===== config.mk =====
export PLATFORM = sky130hd
export DESIGN_NAME = upcount_monitor
export DESIGN_NICKNAME = d
export VERILOG_FILES = /design/src/rtl/upcount_monitor.sv
export SDC_FILE = /design/constraint.sdc
export NUM_CORES = 1
export LEC_CHECK = 0
export CORE_MARGIN = 2
export CORE_UTILIZATION = 40
export DETAILED_ROUTE_END_ITERATION = 7
export GPL_TIMING_DRIVEN = 1
export SYNTH_ARGS = -nofsm -noshare
export SYNTH_HDL_FRONTEND = slang
export SYNTH_SLANG_ARGS = --single-unit

===== constraint.sdc =====
create_clock -name clk -period 3.05 [get_ports clk]
set_clock_uncertainty 0.15 [all_clocks]
set_input_delay 0.61 -clock clk [delete_from_list [all_inputs] [get_ports clk]]
set_output_delay 0.61 -clock clk [all_outputs]
set_load 0.05 [all_outputs]

===== src/rtl/upcount_monitor.sv =====
// upcount_monitor: checks that each accepted sample is the previous one plus one
// (mod 2^WIDTH). It acquires lock after LOCK_LEN clean increments, then flags and
// counts broken increments and counts clean wrap-arounds.
module upcount_monitor #(
  parameter int WIDTH    = 8,
  parameter int LOCK_LEN = 4
) (
  input  logic             clk,
  input  logic             rst,
  input  logic [WIDTH-1:0] din,
  input  logic             din_valid,
  output logic             locked,
  output logic             err,
  output logic [7:0]       err_count,
  output logic [15:0]      wrap_count
);

  typedef enum logic [1:0] {EMPTY, ACQ, LOCKED} state_t;

  localparam logic [3:0] LOCK_LEN4 = 4'(LOCK_LEN);

  state_t           state, stateNext;
  logic [WIDTH-1:0] prev;
  logic [WIDTH-1:0] prevInc;
  logic [3:0]       runLen, runLenNext, runInc;
  logic             match, isWrap;
  logic             errNext, wrapNext;

  // The carry out of prev+1 is dropped, so all-ones -> 0 counts as a match.
  assign prevInc = prev + WIDTH'(1);
  assign match   = (din == prevInc);
  assign isWrap  = match && (&prev);
  assign runInc  = runLen + 4'd1;

  // Next-state, run length and event pulses; invalid cycles keep everything as is.
  always_comb begin
    stateNext  = state;
    runLenNext = runLen;
    errNext    = 1'b0;
    wrapNext   = 1'b0;
    if (din_valid) begin
      case (state)
        EMPTY: begin
          // First sample only seeds prev; nothing to compare against yet.
          stateNext  = ACQ;
          runLenNext = 4'd0;
        end
        ACQ: begin
          if (match) begin
            wrapNext = isWrap;
            if (runInc == LOCK_LEN4) begin
              stateNext  = LOCKED;
              runLenNext = 4'd0;
            end else begin
              runLenNext = runInc;
            end
          end else begin
            runLenNext = 4'd0;
          end
        end
        LOCKED: begin
          if (match) begin
            wrapNext = isWrap;
          end else begin
            // Break lock; the bad sample becomes the new reference.
            errNext    = 1'b1;
            stateNext  = ACQ;
            runLenNext = 4'd0;
          end
        end
        default: begin
          stateNext  = EMPTY;
          runLenNext = 4'd0;
        end
      endcase
    end
  end

  // State, reference sample and run length.
  always_ff @(posedge clk or posedge rst) begin
    if (rst) begin
      state  <= EMPTY;
      prev   <= '0;
      runLen <= 4'd0;
    end else begin
      state  <= stateNext;
      runLen <= runLenNext;
      if (din_valid) prev <= din;
    end
  end

  // Registered status outputs with saturating counters.
  always_ff @(posedge clk or posedge rst) begin
    if (rst) begin
      locked     <= 1'b0;
      err        <= 1'b0;
      err_count  <= 8'd0;
      wrap_count <= 16'd0;
    end else begin
      locked <= (stateNext == LOCKED);
      err    <= errNext;
      if (errNext && err_count != 8'hFF)       err_count  <= err_count + 8'd1;
      if (wrapNext && wrap_count != 16'hFFFF)  wrap_count <= wrap_count + 16'd1;
    end
  end

endmodule


==> key figures, run 1 <==
Setup path
  • Setup CP Type: in2reg
  • Top Family by Delay on Critical Path: compound AO/OA/AOI/OAI gates
  • Arr. time, crit path: 2.73 ns
  • CP max FO: 13
  • Cell Chain, Critical Path: clkdlybuf4s50_1 > xnor2_1 > nor4b_2 > a41oi_1 > a211oi_4 > buf_4 > and4_1 > a22o_1
  • CP Buf/Inv Count: 2
  • Worst path required time: 3.13 ns
  • Worst setup SP type: input port
  • Slowest cell on the critical path: a211oi_4
  • Critical path endpoint category: register
  • Max stage delay on crit path: 0.46 ns

Die
  • # IOs: 37
  • Die width: 79.00 um
  • Initial core utilization: 0.4111
  • Core Rows: 27
  • CORE AREA: 0.005473 mm2
  • Die Ht: 79.00 um
  • Die ar.: 0.006240 mm2

Drt
  • DRT iter0 DRCs: 122
  • WL final: 4777 um
  • Via density: 5.277
  • ANT nets after route: 0
  • Drt pass-1 iters: 4
  • Drt drc: 0
  • Via Count: 1752
  • Drt wl/cell: 14.39 um

Layout
  • Register area: 0.001001 mm2
  • Fillers: 536
  • Final net count: 279
  • Post-Layout Cell Count: 332
  • Final core occ: 0.5101
  • Share of layout cells above drive strength 1: 0.1115
  • Final Instance Area: 0.002791 mm2
  • Multi-input logic area: 0.001176 mm2
  • ANT cells: 0
  • Area grow syn2layout: 24.08%

Logic synthesis
  • Post-synthesis cell type count: 39
  • Area share of the largest cell type after synthesis: 0.4449
  • Sequential share of the synthesized area: 0.4449
  • Cell Area, Synth: 0.002250 mm2
  • FF+latch count, synth: 40
  • Ys async rst share: 1.000
  • Post-synthesis net count: 235
  • Synth Flop Type: dfrtp_1
  • Warnings from Yosys: 0
  • Ranking of synthesized cells by area: dfrtp_1, xnor2_1, mux2_2
  • Cell type with the largest total area after synthesis: dfrtp_1
  • Cells after synthesis: 216
  • Syn avg cell area: 10.42 um2
  • Number of synthesized flops with an enable pin: 0

STA
  • Fin. max-slew vios: 0
  • Endpoints failing setup: 0
  • RSZ-0062 raised after global routing: false
  • Post-layout min period: 2.642 ns
  • Rel. slew slack: 0.6604
  • Worst-Margin Slew: 0.5093 ns
  • TNS Setup: 0 ns
  • Final WS setup: 0.4078 ns
  • Tcrit/Tclk final: 0.8663
  • Final Hold Vio Count: 0
  • Max Freq: 378.5 MHz

Pwr
  • Power per cell area: 381.8 mW/mm2
  • Seq pwr share: 0.537
  • Max VDD drop: 0.1506 mV
  • Psw: 0.2896 mW
  • Switching Fraction: 0.2717
  • Combinational share of power: 0.151
  • P_int: 0.7763 mW
  • Clock power frac: 0.312
  • Leakage power: 1.202 nW

Placement
  • PortBufs: 36
  • Pre-CTS WS: 0.08923 ns
  • Hpwl dp: 3395 um
  • DP Cell Count: 325
  • RePlAce Congestion: 0.7759
  • Area of placed instances: 0.002714 mm2

Clock network
  • CTS root buf: clkbuf_8
  • H-Tree Depth: 2
  • Post-CTS setup buffer count: 0
  • Clk Latency, worst-skew pair: 0.29 ns
  • Number of CTS-inserted buffers: 5
  • # clock sinks: 40
  • Hold buffer count at cts: 0
  • Reg clk slew, reported paths: 0.07 ns
  • PostCTS Resize Cnt: 0
  • CTS tree: done
  • Longest Clk Path Bufs: 2

Global routing
  • GRT Residual Overflow: 0
  • Largest net degree at the start of global routing: 41
  • GR Util All Layers: 0.1703
  • Initial antenna violation count: 0
  • First-pass GRT wire length: 8445 um
  • Vias in the first global route: 1767

Status
  • Outcome: finished, final reports clean

Hold path
  • Worst Hold Class: reg2reg

Run
  • Max Cap Viol: 0
synth_stat cells (all sizes together), types with 4 or more instances:
library cell / count
dfrtp: 40
xnor2: 21
nand3: 19
nand4: 14
and3: 12
mux2: 12
nor2: 11
inv: 9
ha: 8
o21ai: 8
nand2: 7
xor2: 7
nand2b: 5
a22o: 4
and2: 4
cells by family (layout without fill, tap and decap cells):
logic type	count (synthesis)	in the layout	share of synthesized area
compound gates	23	23	0.07620
buf+inv	15	59	0.03225
fa+ha+maj	8	8	0.04450
xor+xnor	28	28	0.1090
simple gates	90	90	0.2330
mux	12	12	0.06007
flops	40	40	0.4449
layout make-up:
type	count	area share
Timing Repair Buffer	43	0.1479
Multi-Input combinational cell	161	0.4213
Clock buffer	6	0.02600
Tap cell	72	0.03227
Inverter	9	0.01210
Clock inverter	1	0.001793
Sequential cell	40	0.3586
state kept, by name, indices dropped and copies added, names as in the netlist:
name,flops
prev,8
runLen,4
wrap_count,16
state,2
err_count,8
err,1
locked,1
worst paths after layout:
kind / slack, ns / startpoint / endpoint / depth (start not counted)
worst min register to register: 0.35 / wrap_count[8] / wrap_count[8] / 1
worst max register to register: 0.43 / prev[0] / runLen[1] / 8
worst min-delay path: 0.35 / wrap_count[8] / wrap_count[8] / 1
worst max-delay path: 0.41 / din[7] / runLen[1] / 8
max in group asynchronous: 1.79 / rst / wrap_count[1] / 3
min in group asynchronous: 0.60 / rst / state[1] / 3
through the flow:
stage | hold slack [ns] | power, mW
CTS | 0.3614 | 1.084
global placement | 0.3374 | 0.7396
finish | 0.3524 | 1.066
detailed placement | 0.3496 | 0.7431
floorplan | 0.3454 | 0.6901
global route | 0.3748 | 1.130
routing by layer:
| metal | routed length (um) | global-route usage | share of wire |
|---|---|---|---|
| met1 | 2425 | 0.2398 | 0.51 |
| met2 | 2110 | 0.2593 | 0.44 |
| met3 | 177 | 0.04205 | 0.037 |
| met4 | 63 | 0.05172 | 0.013 |
| met5 | 0 | 0 | 0 |
power groups by stage:
stage	clock, mW	combinational (mW)	sequential, mW
3_5_place_dp	0	0.161	0.582
5_1_grt	0.375	0.179	0.576
4_1_cts	0.350	0.162	0.572
6_report	0.333	0.161	0.572
3_3_place_gp	0	0.159	0.581
2_1_floorplan	0	0.114	0.576
cells in the final DEF (no fill, tap or decap), drive strengths merged, types with 3 or more instances in the layout:
cell type	netlist	final
dfrtp	40	40
clkdlybuf4s50	0	36
xnor2	21	21
nand3	19	19
nand4	14	14
and3	12	12
mux2	12	12
nor2	11	11
inv	9	9
ha	8	8
o21ai	8	8
xor2	7	7
nand2	7	7
buf	3	7
clkbuf	3	6
nand2b	5	5
and2	4	4
a22o	4	4
and4	3	3
nor3	3	3
nor3b	3	3
nor2b	3	3
worst register-to-register path, cell delays in order (launching register included):
cell,delay (ns)
dfrtp_1,0.45
ha_1,0.33
xnor2_1,0.18
nor4b_2,0.23
a41oi_1,0.11
a211oi_4,0.46
buf_4,0.27
and4_1,0.25
a22o_1,0.14
Note: power is estimated with default switching activity, not from simulation.
==> inputs of run 2 (changes only) <==
--- a/config.mk
+++ b/config.mk
@@ -5,10 +5,12 @@
 export SDC_FILE = /design/constraint.sdc
 export NUM_CORES = 1
 export LEC_CHECK = 0
+export CAP_MARGIN = 20
 export CORE_MARGIN = 2
-export CORE_UTILIZATION = 40
+export CORE_UTILIZATION = 53
 export DETAILED_ROUTE_END_ITERATION = 7
 export GPL_TIMING_DRIVEN = 1
+export PLACE_DENSITY = 0.79
 export SYNTH_ARGS = -nofsm -noshare
 export SYNTH_HDL_FRONTEND = slang
 export SYNTH_SLANG_ARGS = --single-unit
==> key figures, run 2 (synthesized netlist as in run 1, its figures left out) <==
Pwr
  • Power per cell area: 383.0 mW/mm2 (was 381.8 mW/mm2)
  • Seq pwr share: 0.541 (was 0.537)
  • Max VDD drop: 0.2071 mV (was 0.1506 mV)
  • Psw: 0.2838 mW (was 0.2896 mW)
  • Combinational share of power: 0.144 (was 0.151)
  • Switching Fraction: 0.2681 (was 0.2717)
  • Leakage power: 1.203 nW (was 1.202 nW)
  • P_int: 0.7748 mW (was 0.7763 mW)
  • Clock power frac: 0.314 (was 0.312)

Setup path
  • R2R Setup Slk: 0.44 ns (was 0.43 ns)
  • Worst r2r src: prev[0] (unchanged)
  • Setup CP Type: in2reg (unchanged)
  • Worst setup path start: din[7] (unchanged)
  • CP Buf/Inv Count: 1 (was 2)
  • Arr. time, crit path: 2.71 ns (was 2.73 ns)
  • Worst path required time: 3.08 ns (was 3.13 ns)
  • Top Family by Delay on Critical Path: compound AO/OA/AOI/OAI gates (unchanged)
  • Slowest cell on the critical path: a211oi_4 (unchanged)
  • Max stage delay on crit path: 0.51 ns (was 0.46 ns)
  • Worst setup SP type: input port (unchanged)
  • CP max FO: 9 (was 13)
  • Critical path endpoint category: register (unchanged)
  • Cell Chain, Critical Path: clkdlybuf4s50_1 > xnor2_1 > nor4b_2 > a41oi_1 > a211oi_4 > and2_1 > mux2_1 (was clkdlybuf4s50_1 > xnor2_1 > nor4b_2 > a41oi_1 > a211oi_4 > buf_4 > and4_1 > a22o_1)

Layout
  • Fillers: 337 (was 536)
  • Multi-input logic area: 0.001176 mm2 (unchanged)
  • Top flop regs: wrap_count (16), err_count (8), prev (8) (unchanged)
  • Final core occ: 0.6860 (was 0.5101)
  • Area grow syn2layout: 22.86% (was 24.08%)
  • Register area: 0.001001 mm2 (unchanged)
  • Max reg flops: 16 (unchanged)
  • Final net count: 279 (unchanged)
  • Share of layout cells above drive strength 1: 0.1115 (unchanged)
  • Reg with most FFs: wrap_count (unchanged)
  • Most frequent cells in the layout: dfrtp_1, clkdlybuf4s50_1, xnor2_1 (unchanged)
  • ANT cells: 0 (unchanged)
  • Commonest non-fill, non-tap cell in the layout: dfrtp_1 (unchanged)

Clock network
  • CTS root buf: clkbuf_8 (unchanged)
  • # clock sinks: 40 (unchanged)
  • Clk Latency, worst-skew pair: 0.29 ns (about the same)
  • Hold buffer count at cts: 0 (unchanged)
  • Longest Clk Path Bufs: 2 (unchanged)
  • H-Tree Depth: 2 (unchanged)
  • PostCTS Resize Cnt: 0 (unchanged)
  • Number of CTS-inserted buffers: 5 (unchanged)
  • Reg clk slew, reported paths: 0.07 ns (about the same)
  • CTS tree: done (unchanged)
  • Post-CTS setup buffer count: 0 (unchanged)

STA
  • Rel. slew slack: 0.6484 (was 0.6604)
  • Endpoints failing setup: 0 (unchanged)
  • TNS Setup: 0 ns (unchanged)
  • Final Hold Vio Count: 0 (unchanged)
  • Worst-Margin Slew: 0.5258 ns (was 0.5093 ns)
  • RSZ-0062 raised after global routing: false (unchanged)
  • Max Freq: 373.5 MHz (was 378.5 MHz)
  • Fin. max-slew vios: 0 (unchanged)
  • Tcrit/Tclk final: 0.8777 (was 0.8663)
  • Post-layout min period: 2.677 ns (was 2.642 ns)

Global routing
  • GRT Residual Overflow: 0 (unchanged)
  • Initial antenna violation count: 0 (unchanged)
  • Largest net degree at the start of global routing: 41 (unchanged)
  • Vias in the first global route: 1733 (was 1767)
  • First-pass GRT wire length: 7893 um (was 8445 um)
  • GR Util All Layers: 0.2017 (was 0.1703)

Hold path
  • Worst Hold Class: reg2reg (unchanged)
  • Min-Delay Startpoint: wrap_count[14] (was wrap_count[8])

Placement
  • PortBufs: 36 (unchanged)
  • Hpwl dp: 3262 um (was 3395 um)
  • RePlAce Congestion: 0.8045 (was 0.7759)

Die
  • Initial core utilization: 0.5584 (was 0.4111)
  • Die ar.: 0.004782 mm2 (was 0.006240 mm2)
  • Die Ht: 69.15 um (was 79.00 um)
  • CORE AREA: 0.004029 mm2 (was 0.005473 mm2)
  • # IOs: 37 (unchanged)
  • Die width: 69.15 um (was 79.00 um)
  • Core Rows: 23 (was 27)

Drt
  • Drt drc: 0 (unchanged)
  • Via density: 5.658 (was 5.277)
  • Via Count: 1754 (was 1752)
  • Drt wl/cell: 14.44 um (was 14.39 um)
  • Drt pass-1 iters: 4 (unchanged)
  • WL final: 4475 um (was 4777 um)
  • DRT iter0 DRCs: 55 (was 122)
  • ANT nets after route: 0 (unchanged)

Run
  • Max Cap Viol: 0 (unchanged)

Status
  • Outcome: finished, final reports clean (unchanged)
==> run 2: worst paths after layout <==
path / to / cells after the start
worst min register to register: wrap_count[14] / 1
worst min-delay path: wrap_count[14] / 1
max in group asynchronous: err_count[4] / 3
worst max register to register: wrap_count[1] / 7
worst max-delay path: wrap_count[1] / 7
min in group asynchronous: runLen[1] / 3
==> run 2: area by class of cell <==
| cell class | count | area share |
|---|---|---|
| clock inverter | 1 | 0.001811 |
| multi-input combinational | 161 | 0.4255 |
| timing repair buffer | 43 | 0.1494 |
| tap | 50 | 0.02263 |
| clock buffer | 6 | 0.02626 |
| inverter | 9 | 0.01222 |
| sequential | 40 | 0.3622 |
==> run 2: worst register-to-register path, delay by kind of cell (launching register included) <==
kind	cells	cell delay, ns
AO/OA/AOI/OAI	2	0.62
XOR/XNOR	1	0.17
adder cells (fa/ha/maj)	1	0.31
flip-flops	1	0.44
multiplexers	1	0.33
AND/OR/NAND/NOR	2	0.48
==> run 2: layer usage <==
| metal | up-vias | GRT usage | share of wire |
|---|---|---|---|
| li1 | 863 | - | - |
| met1 | 853 | 0.2765 | 0.47 |
| met2 | 32 | 0.3141 | 0.47 |
| met3 | 6 | 0.05117 | 0.041 |
| met4 | 0 | 0.06536 | 0.013 |
| met5 | - | 0 | 0 |
==> run 2: power by group through the flow <==
stage          clock (mW)  sequential, mW  combinational (mW)
2_1_floorplan           0           0.576               0.114
3_3_place_gp            0           0.581               0.151
3_5_place_dp            0           0.582               0.155
4_1_cts             0.342           0.573               0.155
5_1_grt             0.367           0.577               0.174
6_report            0.333           0.573               0.153
==> run 2: per-stage QoR <==
step / std cells / instance area (um2) / setup WS (ns) / power [mW] / hold slack (ns)
3_3_place_gp: 303 / 2686 / 0.1347 / 0.7321 / 0.3308
4_1_cts: 310 / 2764 / 0.3733 / 1.069 / 0.3523
6_report: 310 / 2764 / 0.3729 / 1.059 / 0.3508
3_5_place_dp: 303 / 2686 / 0.08025 / 0.7369 / 0.3420
5_1_grt: 310 / 2764 / 0.2142 / 1.118 / 0.3799
2_1_floorplan: 216 / 2250 / 0.5889 / 0.6901 / 0.3454
